$ cat config.mk
export PLATFORM = sky130hd
export DESIGN_NAME = scs8hd_dlrtn_rf_flat
export DESIGN_NICKNAME = d
export VERILOG_FILES = /design/src/rtl/scs8hd_dlrtn_rf_if.sv /design/src/rtl/scs8hd_dlrtn_rf.sv /design/src/flat_wrapper.sv
export SDC_FILE = /design/constraint.sdc
export NUM_CORES = 1
export LEC_CHECK = 0
export CAP_MARGIN = 20
export CELL_PAD_IN_SITES_DETAIL_PLACEMENT = 1
export CELL_PAD_IN_SITES_GLOBAL_PLACEMENT = 1
export CORE_AREA = 5 5 106 58
export CTS_CLUSTER_SIZE = 28
export DETAILED_ROUTE_END_ITERATION = 16
export DIE_AREA = 0 0 111 63
export GPL_TIMING_DRIVEN = 0
export MAX_ROUTING_LAYER = met4
export PLACE_DENSITY = 0.75
export SYNTH_ARGS = -nofsm -noshare
export SYNTH_HDL_FRONTEND = slang
export SYNTH_SLANG_ARGS = --single-unit
$ cat constraint.sdc
create_clock -name CLK -period 1.6 [get_ports CLK]
set_input_delay 0.32 -clock CLK [delete_from_list [all_inputs] [get_ports CLK]]
set_output_delay 0.32 -clock CLK [all_outputs]
set_load 0.01 [all_outputs]
$ cat src/rtl/scs8hd_dlrtn_rf_if.sv
// ----------------------------------------------------------------------------
// scs8hd_dlrtn_rf_if
// Write/read bus of the latch register file.
//
// Handshake: a write transfer happens on a rising CLK edge where WVALID and
// WREADY are both 1. The master holds WADDR/WDATA/WMASK stable while WVALID
// is 1 and WREADY is 0. The slave never makes WREADY depend on WVALID.
//
// Signals:
//   WVALID  master->slave  write request
//   WREADY  slave->master  write accept
//   WADDR   master->slave  write entry index (AW bits)
//   WDATA   master->slave  write data (WIDTH bits)
//   WMASK   master->slave  per-bit write enable (1 = bit updated)
//   RADDR   master->slave  read entry index (AW bits)
//   RDATA   slave->master  registered read data
//   ERR     slave->master  sticky out-of-range flag
//   ERR_CLR master->slave  synchronous clear of ERR
// ----------------------------------------------------------------------------
interface scs8hd_dlrtn_rf_if #(
  parameter int WIDTH = 8,
  parameter int AW    = 2
) ();
  logic             WVALID;
  logic             WREADY;
  logic [AW-1:0]    WADDR;
  logic [WIDTH-1:0] WDATA;
  logic [WIDTH-1:0] WMASK;
  logic [AW-1:0]    RADDR;
  logic [WIDTH-1:0] RDATA;
  logic             ERR;
  logic             ERR_CLR;

  modport master (
    output WVALID, WADDR, WDATA, WMASK, RADDR, ERR_CLR,
    input  WREADY, RDATA, ERR
  );

  modport slave (
    input  WVALID, WADDR, WDATA, WMASK, RADDR, ERR_CLR,
    output WREADY, RDATA, ERR
  );
endinterface

$ cat src/rtl/scs8hd_dlrtn_rf.sv
// ----------------------------------------------------------------------------
// scs8hd_dlrtn_rf
// Latch-based register file: DEPTH entries x WIDTH bits of active-low-gate,
// active-low-reset latches. A two-state write controller (IDLE/OPEN) turns an
// accepted write into a one-cycle active-low gate pulse on the addressed entry.
// Reads are registered, with a bypass of the staged data while OPEN.
//
// Ports:
//   CLK        rising-edge clock
//   RESETB     asynchronous active-low reset
//   bus        slave side of scs8hd_dlrtn_rf_if (write handshake, read, ERR)
//   DBG_STATE  current write FSM state (0 = IDLE, 1 = OPEN)
// ----------------------------------------------------------------------------
module scs8hd_dlrtn_rf #(
  parameter int               WIDTH     = 8,
  parameter int               DEPTH     = 4,
  parameter logic [WIDTH-1:0] RESET_VAL = '0
) (
  input  logic              CLK,
  input  logic              RESETB,
  scs8hd_dlrtn_rf_if.slave  bus,
  output logic              DBG_STATE
);

  localparam int AW = $clog2(DEPTH);
  // One extra bit so DEPTH itself is representable for range compares.
  localparam logic [AW:0] DEPTH_W = (AW+1)'(DEPTH);

  typedef enum logic {
    IDLE = 1'b0,
    OPEN = 1'b1
  } state_t;

  state_t           state, state_nxt;
  logic [1:0]       rst_sync;
  logic             rst_ok;
  logic [DEPTH-1:0] gate_n, gate_n_nxt;
  logic [AW-1:0]    stage_addr, stage_addr_nxt;
  logic [WIDTH-1:0] stage_data, stage_data_nxt;
  logic [WIDTH-1:0] rdata_q, rdata_nxt;
  logic             err_q;
  logic             wready;
  logic             wr_accept;
  logic             waddr_bad;
  logic             raddr_bad;
  logic [WIDTH-1:0] wr_entry;
  logic [WIDTH-1:0] rd_entry;
  logic [DEPTH*WIDTH-1:0] mem_flat;

  // Reset release is synchronised so WREADY never rises near a RESETB edge.
  always_ff @(posedge CLK or negedge RESETB) begin
    if (!RESETB) rst_sync <= 2'b00;
    else         rst_sync <= {rst_sync[0], 1'b1};
  end
  assign rst_ok = rst_sync[1];

  // --------------------------------------------------------------------------
  // Latch storage. Reset dominates the gate, so an entry that is open when
  // RESETB falls is forced to RESET_VAL immediately.
  // --------------------------------------------------------------------------
  for (genvar g = 0; g < DEPTH; g++) begin : g_entry
    logic [WIDTH-1:0] q;
    always_latch begin
      if (!RESETB)        q <= RESET_VAL;
      else if (!gate_n[g]) q <= stage_data;
    end
    assign mem_flat[g*WIDTH +: WIDTH] = q;
  end

  // Entry selection for the write merge and the read port. Out-of-range
  // indices select nothing (zero).
  always_comb begin
    wr_entry = '0;
    rd_entry = '0;
    for (int i = 0; i < DEPTH; i++) begin
      if (bus.WADDR == AW'(i)) wr_entry = mem_flat[i*WIDTH +: WIDTH];
      if (bus.RADDR == AW'(i)) rd_entry = mem_flat[i*WIDTH +: WIDTH];
    end
  end

  assign waddr_bad = {1'b0, bus.WADDR} >= DEPTH_W;
  assign raddr_bad = {1'b0, bus.RADDR} >= DEPTH_W;
  assign wready    = (state == IDLE) && rst_ok;
  assign wr_accept = bus.WVALID && wready;

  // --------------------------------------------------------------------------
  // Write FSM. gate_n is registered from a one-hot decode so the latch gates
  // have no combinational path from CLK or inputs. Staging registers load only
  // on accept, so they hold steady through the whole OPEN cycle and beyond the
  // closing edge.
  // --------------------------------------------------------------------------
  always_ff @(posedge CLK or negedge RESETB) begin
    if (!RESETB) begin
      state      <= IDLE;
      gate_n     <= '1;
      stage_addr <= '0;
      stage_data <= '0;
    end else begin
      state      <= state_nxt;
      gate_n     <= gate_n_nxt;
      stage_addr <= stage_addr_nxt;
      stage_data <= stage_data_nxt;
    end
  end

  always_comb begin
    state_nxt      = state;
    gate_n_nxt     = '1;
    stage_addr_nxt = stage_addr;
    stage_data_nxt = stage_data;
    case (state)
      IDLE: begin
        if (wr_accept && !waddr_bad) begin
          state_nxt      = OPEN;
          stage_addr_nxt = bus.WADDR;
          stage_data_nxt = (bus.WDATA & bus.WMASK) | (wr_entry & ~bus.WMASK);
          for (int i = 0; i < DEPTH; i++) begin
            if (bus.WADDR == AW'(i)) gate_n_nxt[i] = 1'b0;
          end
        end
      end
      OPEN: state_nxt = IDLE;
      default: state_nxt = IDLE;
    endcase
  end

  // --------------------------------------------------------------------------
  // Read port and sticky error flag.
  // --------------------------------------------------------------------------
  always_comb begin
    rdata_nxt = rd_entry;
    if (raddr_bad)
      rdata_nxt = '0;
    else if (state == OPEN && bus.RADDR == stage_addr)
      rdata_nxt = stage_data;
  end

  always_ff @(posedge CLK or negedge RESETB) begin
    if (!RESETB) begin
      rdata_q <= '0;
      err_q   <= 1'b0;
    end else begin
      rdata_q <= rdata_nxt;
      // A new error beats a simultaneous clear.
      if ((wr_accept && waddr_bad) || raddr_bad) err_q <= 1'b1;
      else if (bus.ERR_CLR)                      err_q <= 1'b0;
    end
  end

  assign bus.WREADY = wready;
  assign bus.RDATA  = rdata_q;
  assign bus.ERR    = err_q;
  assign DBG_STATE  = (state == OPEN);

endmodule
$ cat src/flat_wrapper.sv
// flat-port wrapper written by rule: the top's interface ports become plain ports
module scs8hd_dlrtn_rf_flat 
#(
  parameter int               WIDTH     = 8,
  parameter int               DEPTH     = 4,
  parameter logic [WIDTH-1:0] RESET_VAL = '0
)
  (CLK, RESETB, DBG_STATE, bus_WVALID, bus_WADDR, bus_WDATA, bus_WMASK, bus_RADDR, bus_ERR_CLR, bus_WREADY, bus_RDATA, bus_ERR);
  scs8hd_dlrtn_rf_if #(.WIDTH(WIDTH)) bus_i ();
  input  logic CLK;
  input  logic RESETB;
  output logic DBG_STATE;
  input wire logic [$bits(bus_i.WVALID)-1:0] bus_WVALID;
  input wire logic [$bits(bus_i.WADDR)-1:0] bus_WADDR;
  input wire logic [$bits(bus_i.WDATA)-1:0] bus_WDATA;
  input wire logic [$bits(bus_i.WMASK)-1:0] bus_WMASK;
  input wire logic [$bits(bus_i.RADDR)-1:0] bus_RADDR;
  input wire logic [$bits(bus_i.ERR_CLR)-1:0] bus_ERR_CLR;
  output wire logic [$bits(bus_i.WREADY)-1:0] bus_WREADY;
  output wire logic [$bits(bus_i.RDATA)-1:0] bus_RDATA;
  output wire logic [$bits(bus_i.ERR)-1:0] bus_ERR;
  assign bus_i.WVALID = bus_WVALID;
  assign bus_i.WADDR = bus_WADDR;
  assign bus_i.WDATA = bus_WDATA;
  assign bus_i.WMASK = bus_WMASK;
  assign bus_i.RADDR = bus_RADDR;
  assign bus_i.ERR_CLR = bus_ERR_CLR;
  assign bus_WREADY = bus_i.WREADY;
  assign bus_RDATA = bus_i.RDATA;
  assign bus_ERR = bus_i.ERR;
  scs8hd_dlrtn_rf #(.WIDTH(WIDTH), .DEPTH(DEPTH), .RESET_VAL(RESET_VAL)) u_core (.CLK(CLK), .RESETB(RESETB), .bus(bus_i), .DBG_STATE(DBG_STATE));
endmodule
-- After elaboration in Yosys (flattened, before gate mapping)
Index checks and enable logic that the tools add are counted.
- equal/unequal tests: 7
- multiplexer cells: 33
- bitwise logic cells: 5
- reductions and logical operators: 6
- operators with widths (kind ; number):
    8-bit 2-to-1 mux ; 25
    8-bit bitwise AND ; 2
    2-bit equality test (second input constant) ; 4
    4-bit 2-to-1 mux ; 2
    8-bit NOT ; 1
    8-bit OR ; 1
    1-bit 2-to-1 mux ; 5
    2-bit by 1-bit equality test with 1-bit output (second input constant) ; 2
    2-bit zero test ; 2
    1-bit logical AND ; 3
    2-bit equality test ; 1
    1-bit one-hot mux with 2 select lines ; 1
    2-bit AND reduction ; 1
    1-bit NOT ; 1
- register bits: 25
- latch bits: 32
- input port bits: 24
- output and inout port bits: 11
- logic and storage cells: 89

-- Depth between registers and ports, before layout
Gate-level depths: netlist of run 1.
- depth in word-level cells: 7
- mapped depth: 5
- mapped depth without buffers: 4

==> results of run 1 <==
==> per-stage QoR <==
| stage | utilization, % | total power (uW) | setup slack [ns] | instances |
|---|---|---|---|---|
| final | 48.4 | 1810 | 0.111 | 274 |
| after global routing | 48.4 | 1930 | -0.00233 | 274 |
| after CTS | 48.3 | 1830 | 0.0145 | 274 |
| after detailed placement | 46.9 | 1420 | -0.129 | 267 |
| after global placement | 46.4 | 1370 | -0.164 | 266 |
| after floorplan | - | 1190 | 0.264 | 165 |
==> cell families (layout without fill, tap and decap cells) <==
family,Yosys count,in the layout,synth area share (%)
AND/OR/NAND/NOR,41,41,11.3
multiplexers,32,32,23.8
latches,32,32,23.5
flip-flops,25,25,30.9
AO/OA/AOI/OAI,20,20,5.64
buffers and inverters,11,47,2.94
other,2,2,0.368
XOR/XNOR,2,2,1.59
==> power groups by stage <==
stage | logic (uW) | clock network [uW] | registers (uW)
finish | 504 | 403 | 899
global placement | 472 | 0 | 898
detailed placement | 506 | 0 | 912
floorplan | 283 | 0 | 902
global route | 548 | 463 | 916
CTS | 513 | 422 | 900
==> layout by cell type, fill, tap and decap left out, types with 4 or more instances in the layout <==
master,netlist,layout
mux2_4,8,8
a21oi_1,8,8
dlxtp_1,32,32
a31oi_1,12,12
dfrtp_1,21,21
nand2_1,12,12
mux2i_1,14,14
dfstp_2,4,4
buf_4,2,5
or2_2,6,6
nand2b_1,6,6
clkdlybuf4s50_1,0,26
mux4_2,10,10
and2_1,8,8
==> flip-flops by register name, indices dropped and copies added, names as in the netlist <==
signal             cells
u_core.gate_n          4
u_core.rst_sync        2
u_core.g_entry.q      32
u_core.stage_data      8
u_core.stage_addr      2
u_core.bus.RDATA       8
u_core.DBG_STATE       1
==> path summary, 6_finish.rpt <==
kind / startpoint / endpoint / slack, ns
max: u_core.DBG_STATE / bus_WREADY / 0.11
min: RESETB / u_core.bus.RDATA[2] / 0.34
max reg2reg: u_core.DBG_STATE / u_core.stage_data[7] / 0.11
min reg2reg: u_core.rst_sync[0] / u_core.rst_sync[1] / 0.36
max in group asynchronous: RESETB / u_core.gate_n[0] / 0.75
min in group CLK: u_core.rst_sync[0] / u_core.rst_sync[1] / 0.36
==> critical path, cell delays in order, from the launching register on <==
cell,delay [ns]
dfrtp_1,0.39
buf_4,0.14
nor2b_1,0.09
dlygate4sd2_1,0.28
==> routing by layer <==
layer	share of wire (%)	wire, um	global-route usage [%]
met2	51	2660	28.9
met3	3.4	175	3.19
met1	44	2290	19.0
met4	0.76	39	2.00
met5	0	0	-
==> layout make-up <==
| class | count | area [sq um] |
|---|---|---|
| fill | 561 | 2690 |
| sequential | 57 | 1110 |
| multi-input combinational | 97 | 871 |
| timing repair buffer | 32 | 332 |
| tap | 73 | 91.3 |
| buffer | 10 | 56.3 |
| clock buffer | 3 | 41.3 |
| clock inverter | 1 | 8.76 |
| inverter | 1 | 6.26 |
==> repair_timing <==
action / CTS / global route
endpoints found under the hold margin: 0 / 0
buffers inserted: 3 / 0
resized for setup: 1 / 2
pin swaps: 0 / 0
endpoints found under the setup margin: 2 / 2
==> flow_metrics.env, run 1 <==
export IMPL_via_per_inst=5.03
export IMPL_cts_path_max_buffers=2
export IMPL_first_pass_iters=4
export IMPL_yosys_top_cells_count="dlxtp_1, dfrtp_1, mux2i_1, a31oi_1, nand2_1"
export IMPL_syn_avg_cell_area_sq_um=12.4
export IMPL_pwr_share_seq_pct=49.8
export IMPL_yosysMostFrequentCell="dlxtp_1"
export IMPL_whs_ns=0.335
export IMPL_tritoncts="built"
export IMPL_yosys_top_cells_area="dfrtp_1, dlxtp_1, mux4_2"
export IMPL_rr_worst_depth=5
export IMPL_dieArea_sq_mm=0.00699
export IMPL_grt_pass1_wl_um=8400
export IMPL_fin_area_sq_mm=0.00252
export IMPL_yosysTopAreaCell="dfrtp_1"
export IMPL_p_int_uw=1280
export IMPL_track_usage_pct=15.9
export IMPL_root_buffer="clkbuf_8"
export IMPL_peakVddDrop_v=0.000432
export IMPL_overflow=0
export IMPL_hp_class="in -> async"
export IMPL_hold_violations=0
export IMPL_endpoint_kind="output port"
export IMPL_worstSetupPathType="reg -> out"
export IMPL_setup_violations=0
export IMPL_synth_cell_types=26
export IMPL_final_nets=226
export IMPL_io_buffers=28
export IMPL_pwr_share_comb_pct=27.9
export IMPL_drive_above_1_share_pct=22.9
export IMPL_ios=35
export IMPL_slew_violations=0
export IMPL_untimed_endpoints=32
export IMPL_dpl_cell_area_sq_mm=0.00244
export IMPL_place_hpwl_um=3940
export IMPL_syn_inst=165
export IMPL_finalSetupTns_ns=0
export IMPL_synth_nets=189
export IMPL_cp_required_ns=1.28
export IMPL_p_switching_uw=526
export IMPL_gp_congestion=0.799
export IMPL_synthArstFlopShare_pct=43.9
export IMPL_status="finished, final reports clean"
export IMPL_swShare_pct=29.1
export IMPL_max_freq_mhz=671
export IMPL_max_cap_violations=0
export IMPL_die_x_um=111
export IMPL_htreeDepth=1
export IMPL_relSlewSlack_pct=55.5
export IMPL_grt_antenna_before_repair=0
export IMPL_rows=19
export IMPL_p_leak_uw=0.00111
export IMPL_numCtsBuffers=3
export IMPL_vias=1377
export IMPL_p_per_area_mw_per_mm2=718
export IMPL_finClkSkew_ns=0.00207
export IMPL_route_detailed_drc=0
export IMPL_cp_max_fo=2
export IMPL_coreArea_sq_mm=0.00521
export IMPL_power_frac_clock_pct=22.3
export IMPL_holdBufCountCts=0
export IMPL_clkLatencyLatePin_ns=0.27
export IMPL_yosysTopAreaCellShare_pct=25.7
export IMPL_min_period_ns=1.49
export IMPL_num_antenna_cells=0
export IMPL_arrival_ns=1.17
export IMPL_wl_per_cell_um=18.8
export IMPL_synth_edff_count=0
export IMPL_synth_seq_cells=57
export IMPL_fin_crit_sh_pct=93.1
export IMPL_grt_pass1_vias=1646
export IMPL_first_iter_violations=53
export IMPL_initial_core_util_pct=39.2
export IMPL_synthToLayoutAreaGrowth_pct=23.3
export IMPL_drtAntennaViolNets=0
export IMPL_synth_area_sq_mm=0.00204
export IMPL_synth_warnings=0
export IMPL_wirelength_um=5160
export IMPL_critPathLaunchType="flop"
export IMPL_chipHeight_um=63
export IMPL_unclocked_pins=32
export IMPL_grt_max_degree=23
export IMPL_clk_pin_slew_ns=0.10
export IMPL_synthFlopType="dlxtp_1"
export IMPL_tightest_slew_ns=0.666
No activity file was read; power rests on OpenSTA's default activity.
==> inputs of run 2 (changes only) <==
--- a/config.mk
+++ b/config.mk
@@ -8,13 +8,15 @@
 export CAP_MARGIN = 20
 export CELL_PAD_IN_SITES_DETAIL_PLACEMENT = 1
 export CELL_PAD_IN_SITES_GLOBAL_PLACEMENT = 1
-export CORE_AREA = 5 5 106 58
+export CORE_AREA = 5 5 81 75
+export CTS_CLUSTER_DIAMETER = 200
 export CTS_CLUSTER_SIZE = 28
 export DETAILED_ROUTE_END_ITERATION = 16
-export DIE_AREA = 0 0 111 63
+export DIE_AREA = 0 0 86 80
 export GPL_TIMING_DRIVEN = 0
 export MAX_ROUTING_LAYER = met4
 export PLACE_DENSITY = 0.75
+export SLEW_MARGIN = 20
 export SYNTH_ARGS = -nofsm -noshare
 export SYNTH_HDL_FRONTEND = slang
 export SYNTH_SLANG_ARGS = --single-unit
==> run 2 against run 1 <==
Compared with the run above:
- fmax decreased by 0.78%
- die area decreased by 1.6%
- first-iteration DRC count increased by 68%
- sequential power about the same
- global-route usage increased by 0.73 points
- via count increased by 0.22%
- clock skew increased by 0.0020 ns
- flip-flop and latch count unchanged
- clock-buffer cell count increased by 1
- critical endpoint is now DBG_STATE
- largest power group unchanged
- highest routed layer unchanged
==> flow_metrics.env, run 2 (same netlist as run 1, synthesis figures left out) <==
export IMPL_drive_above_1_share_pct=22.6
export IMPL_drtAntennaViolNets=0
export IMPL_unclocked_pins=32
export IMPL_clk_pin_slew_ns=0.09
export IMPL_final_nets=224
export IMPL_slew_violations=0
export IMPL_untimed_endpoints=32
export IMPL_layout_common_cells="dlxtp_1, clkdlybuf4s50_1, dfrtp_1, mux2i_1"
export IMPL_max_freq_mhz=666
export IMPL_p_leak_uw=0.00108
export IMPL_coreArea_sq_mm=0.00516
export IMPL_tritoncts="built"
export IMPL_wirelength_um=5070
export IMPL_grt_util_met3_pct=2.99
export IMPL_grt_max_degree=29
export IMPL_wl_per_cell_um=19.1
export IMPL_first_pass_iters=4
export IMPL_hold_violations=0
export IMPL_ios=35
export IMPL_numCtsBuffers=3
export IMPL_multiInputGateArea_sq_um=871
export IMPL_num_antenna_cells=0
export IMPL_chipHeight_um=80
export IMPL_die_x_um=86
export IMPL_overflow=0
export IMPL_p_per_area_mw_per_mm2=721
export IMPL_synthToLayoutAreaGrowth_pct=20.6
export IMPL_rsz0062_at_grt="false"
export IMPL_status="finished, final reports clean"
export IMPL_place_hpwl_um=3640
export IMPL_min_period_ns=1.50
export IMPL_root_buffer="clkbuf_8"
export IMPL_endpoint_kind="output port"
export IMPL_relSlewSlack_pct=57.0
export IMPL_clkLatencyLatePin_ns=0.27
export IMPL_critPathSlowestCell="clkdlybuf4s50_1"
export IMPL_finClkSkew_ns=0.00411
export IMPL_place_inst=260
export IMPL_grt_antenna_before_repair=0
export IMPL_grt_pass1_vias=1624
export IMPL_nFillCells=562
export IMPL_cts_path_max_buffers=2
export IMPL_tightest_slew_ns=0.643
export IMPL_first_iter_violations=89
export IMPL_io_buffers=28
export IMPL_rows=25
export IMPL_dieArea_sq_mm=0.00688
export IMPL_busiest_layer="met2"
export IMPL_final_cells=266
export IMPL_via_per_inst=5.19
export IMPL_critPathBufInv=1
export IMPL_regArea_sq_mm=0.00111
export IMPL_max_cap_violations=0
export IMPL_initial_core_util_pct=39.6
export IMPL_worstSetupPathType="reg -> out"
export IMPL_mostFrequentLayoutCell="dlxtp_1"
export IMPL_gp_congestion=0.760
export IMPL_setup_violations=0
export IMPL_hp_class="in -> async"
export IMPL_htreeDepth=1
export IMPL_route_detailed_drc=0
export IMPL_cp_required_ns=1.28
export IMPL_worstPathCellList="clkdlybuf4s50_1"
export IMPL_path_delay_family="buffers and inverters"
export IMPL_finalSetupTns_ns=0
export IMPL_peakVddDrop_v=0.000393
export IMPL_critPathLaunchType="flop"
export IMPL_arrival_ns=1.18
export IMPL_largest_reg_flops=32
export IMPL_cp_max_fo=3
export IMPL_track_usage_pct=16.6
export IMPL_cpPeakStageDelay_ns=0.54
export IMPL_grt_pass1_wl_um=8310
export IMPL_fin_crit_sh_pct=93.8
export IMPL_grtUsageMet1_pct=19.1
export IMPL_use_met2_pct=30.7
export IMPL_regMostFlops="u_core.g_entry.q"
export IMPL_vias=1380
export IMPL_holdBufCountCts=0
-- run 2: changes by cell type in the layout (fill, tap and decap cells not counted) --
cell,before,now
buf_2,3,4
buf_16,1,0
clkbuf_2,0,1
buf_4,5,4
dlymetal6s2s_1,1,0
inv_6,1,0
-- run 2: routing by layer --
layer / part of all wire [%] / vias to the layer above
met5: 0 / -
met4: 0.41 / 0
met3: 3.4 / 2
met2: 54 / 30
met1: 42 / 704
li1: - / 644
-- run 2: repair_timing --
| item | CTS | global route |
|---|---|---|
| buffers inserted | 1 | 1 |
| resized for setup | 1 | 3 |
| setup endpoints to repair | 2 | 1 |
-- run 2: report_power, final --
group	leakage [uW]	internal [uW]	switching [uW]	total (uW)
Combinational	0.000517	269	225	494
Sequential	0.000541	821	74.7	896
Clock	0.0000228	178	207	386
-- run 2: final timing paths --
kind	startpoint	endpoint	slack, ns	cells after the start
worst max-delay path	u_core.DBG_STATE	DBG_STATE	0.1	1
worst max register to register	u_core.DBG_STATE	u_core.stage_data[6]	0.14	5
worst min register to register	u_core.rst_sync[0]	u_core.rst_sync[1]	0.38	0
worst min-delay path	RESETB	u_core.bus.RDATA[1]	0.05	1
max in group asynchronous	RESETB	u_core.stage_data[2]	1.13	1
min in group CLK	u_core.rst_sync[0]	u_core.rst_sync[1]	0.38	0
-- run 2: final cells by class --
type / instances / share of cell area [%]
Inverter: 1 / 0.254
Buffer: 10 / 2.34
Tap cell: 67 / 3.40
Multi-Input combinational cell: 97 / 35.3
Timing Repair Buffer: 30 / 11.7
Sequential cell: 57 / 45.1
Clock buffer: 4 / 1.83
-- run 2: through the flow --
stage	util (%)	area [sq um]	total power, uW	hold slack, ns	setup slack (ns)
5_1_grt	47.7	2460	1880	0.103	0.0439
2_1_floorplan	-	2040	1190	0.0244	0.264
3_5_place_dp	46.5	2400	1400	0.350	-0.160
3_3_place_gp	46.6	2410	1370	0.336	-0.194
4_1_cts	47.5	2450	1810	0.0708	0.0158
6_report	47.7	2460	1780	0.0539	0.0988
==> inputs of run 3 (changes only) <==
--- a/config.mk
+++ b/config.mk
@@ -8,14 +8,15 @@
 export CAP_MARGIN = 20
 export CELL_PAD_IN_SITES_DETAIL_PLACEMENT = 1
 export CELL_PAD_IN_SITES_GLOBAL_PLACEMENT = 1
-export CORE_AREA = 5 5 81 75
+export CORE_AREA = 5 5 78 73
 export CTS_CLUSTER_DIAMETER = 200
 export CTS_CLUSTER_SIZE = 28
 export DETAILED_ROUTE_END_ITERATION = 16
-export DIE_AREA = 0 0 86 80
+export DIE_AREA = 0 0 83 78
 export GPL_TIMING_DRIVEN = 0
+export HOLD_SLACK_MARGIN = 0.12
 export MAX_ROUTING_LAYER = met4
-export PLACE_DENSITY = 0.75
+export PLACE_DENSITY = 0.8
 export SLEW_MARGIN = 20
 export SYNTH_ARGS = -nofsm -noshare
 export SYNTH_HDL_FRONTEND = slang
==> constraint.sdc (replaced) <==
create_clock -name CLK -period 1.8 [get_ports CLK]
set_input_delay 0.36 -clock CLK [delete_from_list [all_inputs] [get_ports CLK]]
set_output_delay 0.36 -clock CLK [all_outputs]
set_load 0.01 [all_outputs]
==> run 3 against run 2 <==
Compared with the run above:
- first-iteration DRC count down 21%
- clock skew down 0.00089 ns
- global-route usage up 0.94 points
- power down 11%
- non-clock buffer count down 1
- flip-flop and latch count unchanged
- die area down 5.9%
- sequential power down 11%
- via count up 0.80%
- clock-buffer cell count unchanged
- critical path type unchanged
==> flow_metrics.env, run 3 (same netlist as run 1, synthesis figures left out) <==
export IMPL_slew_violations=0
export IMPL_mostFrequentLayoutCell="dlxtp_1"
export IMPL_tritoncts="built"
export IMPL_hold_violations=0
export IMPL_cp_max_fo=4
export IMPL_r2r_start="u_core.DBG_STATE"
export IMPL_coreArea_sq_mm=0.00474
export IMPL_wl_per_cell_um=19.7
export IMPL_worst_slack_ns=0.0768
export IMPL_untimed_endpoints=32
export IMPL_chipHeight_um=78
export IMPL_cp_startpoint="u_core.DBG_STATE"
export IMPL_cts_path_max_buffers=2
export IMPL_pre_cts_slack_ns=0.0355
export IMPL_first_iter_violations=70
export IMPL_drtAntennaViolNets=0
export IMPL_place_inst=258
export IMPL_endpoint_kind="output port"
export IMPL_peakVddDrop_v=0.000307
export IMPL_p_leak_uw=0.00107
export IMPL_rrSetupSlack_ns=0.34
export IMPL_tightest_slew_ns=0.688
export IMPL_num_antenna_cells=0
export IMPL_hp_class="reg -> reg"
export IMPL_layout_common_cells="dlxtp_1, clkdlybuf4s50_1, dfrtp_1, mux2i_1"
export IMPL_p_per_area_mw_per_mm2=646
export IMPL_initial_core_util_pct=43.0
export IMPL_whs_ns=0.373
export IMPL_dieArea_sq_mm=0.00647
export IMPL_max_cap_violations=0
export IMPL_reg2reg_to="u_core.stage_data[6]"
export IMPL_finalPower_uw=1590
export IMPL_min_period_ns=1.72
export IMPL_grt_max_degree=29
export IMPL_synthToLayoutAreaGrowth_pct=20.2
export IMPL_ios=35
export IMPL_rsz0062_at_grt="false"
export IMPL_htreeDepth=1
export IMPL_via_per_inst=5.29
export IMPL_regMostFlops="u_core.g_entry.q"
export IMPL_rows=24
export IMPL_route_detailed_drc=0
export IMPL_clkLatencyLatePin_ns=0.27
export IMPL_first_pass_iters=4
export IMPL_status="finished, final reports clean"
export IMPL_io_buffers=28
export IMPL_crit_path_end="bus_WREADY"
export IMPL_rr_worst_depth=5
export IMPL_track_usage_pct=17.6
export IMPL_relSlewSlack_pct=54.0
export IMPL_clk_pin_slew_ns=0.09
export IMPL_critPathLaunchType="flop"
export IMPL_cp_required_ns=1.44
export IMPL_worstSetupPathType="reg -> out"
export IMPL_largest_reg_flops=32
export IMPL_arrival_ns=1.36
export IMPL_finalSetupTns_ns=0
export IMPL_fin_crit_sh_pct=95.7
export IMPL_grt_antenna_before_repair=0
export IMPL_numCtsBuffers=3
export IMPL_gp_congestion=0.762
export IMPL_overflow=0
export IMPL_grt_pass1_vias=1618
export IMPL_setup_violations=0
export IMPL_vias=1391
export IMPL_finClkSkew_ns=0.00321
export IMPL_final_nets=223
export IMPL_wirelength_um=5180
export IMPL_place_hpwl_um=3680
export IMPL_grt_pass1_wl_um=8740
export IMPL_root_buffer="clkbuf_8"
export IMPL_max_freq_mhz=580
export IMPL_die_x_um=83
export IMPL_unclocked_pins=32
export IMPL_drive_above_1_share_pct=21.2
export IMPL_final_cells=263
-- run 3: how the worst min path moves through the flow --
stage	from	slack, ns	endpoint	cells after the start
finish	u_core.rst_sync[0]	0.37	u_core.rst_sync[1]	0
global route	u_core.rst_sync[0]	0.39	u_core.rst_sync[1]	0
CTS	u_core.rst_sync[0]	0.38	u_core.rst_sync[1]	0
detailed placement	u_core.rst_sync[0]	0.36	u_core.rst_sync[1]	0
global placement	u_core.rst_sync[0]	0.34	u_core.rst_sync[1]	0
floorplan	RESETB	0.06	u_core.DBG_STATE	0
-- run 3: layout make-up --
type | instances | area [sq um]
sequential | 57 | 1110
tap | 65 | 81.3
inverter | 1 | 3.75
multi-input combinational | 97 | 871
buffer | 10 | 56.3
timing repair buffer | 29 | 285
clock buffer | 4 | 45.0
fill | 528 | 2290
-- run 3: power breakdown --
part,switching [uW],internal [uW]
Clock,192,159
Combinational,198,237
Sequential,70.9,729
-- run 3: metal layers --
metal	up-vias	share of wire, %	GRT usage, %
met1	709	46	22.5
met5	-	0	-
li1	645	-	-
met4	0	0	2.45
met2	35	51	30.1
met3	2	3.0	2.97
-- run 3: through the flow --
step | utilization, % | instance area, sq um
final | 51.7 | 2450
after floorplan | - | 2040
after global routing | 51.7 | 2450
after global placement | 50.7 | 2400
after CTS | 51.7 | 2450
after detailed placement | 50.6 | 2400
-- run 3: worst max-delay path: stages, from the launching register on --
cell,delay [ns]
dfrtp_1,0.43
nor2b_1,0.12
clkdlybuf4s50_1,0.54
-- run 3: timing repair --
action	CTS	global route
setup buffers	0	0
resized for setup	0	0
hold endpoints to repair	21	0
hold buffers	1	0
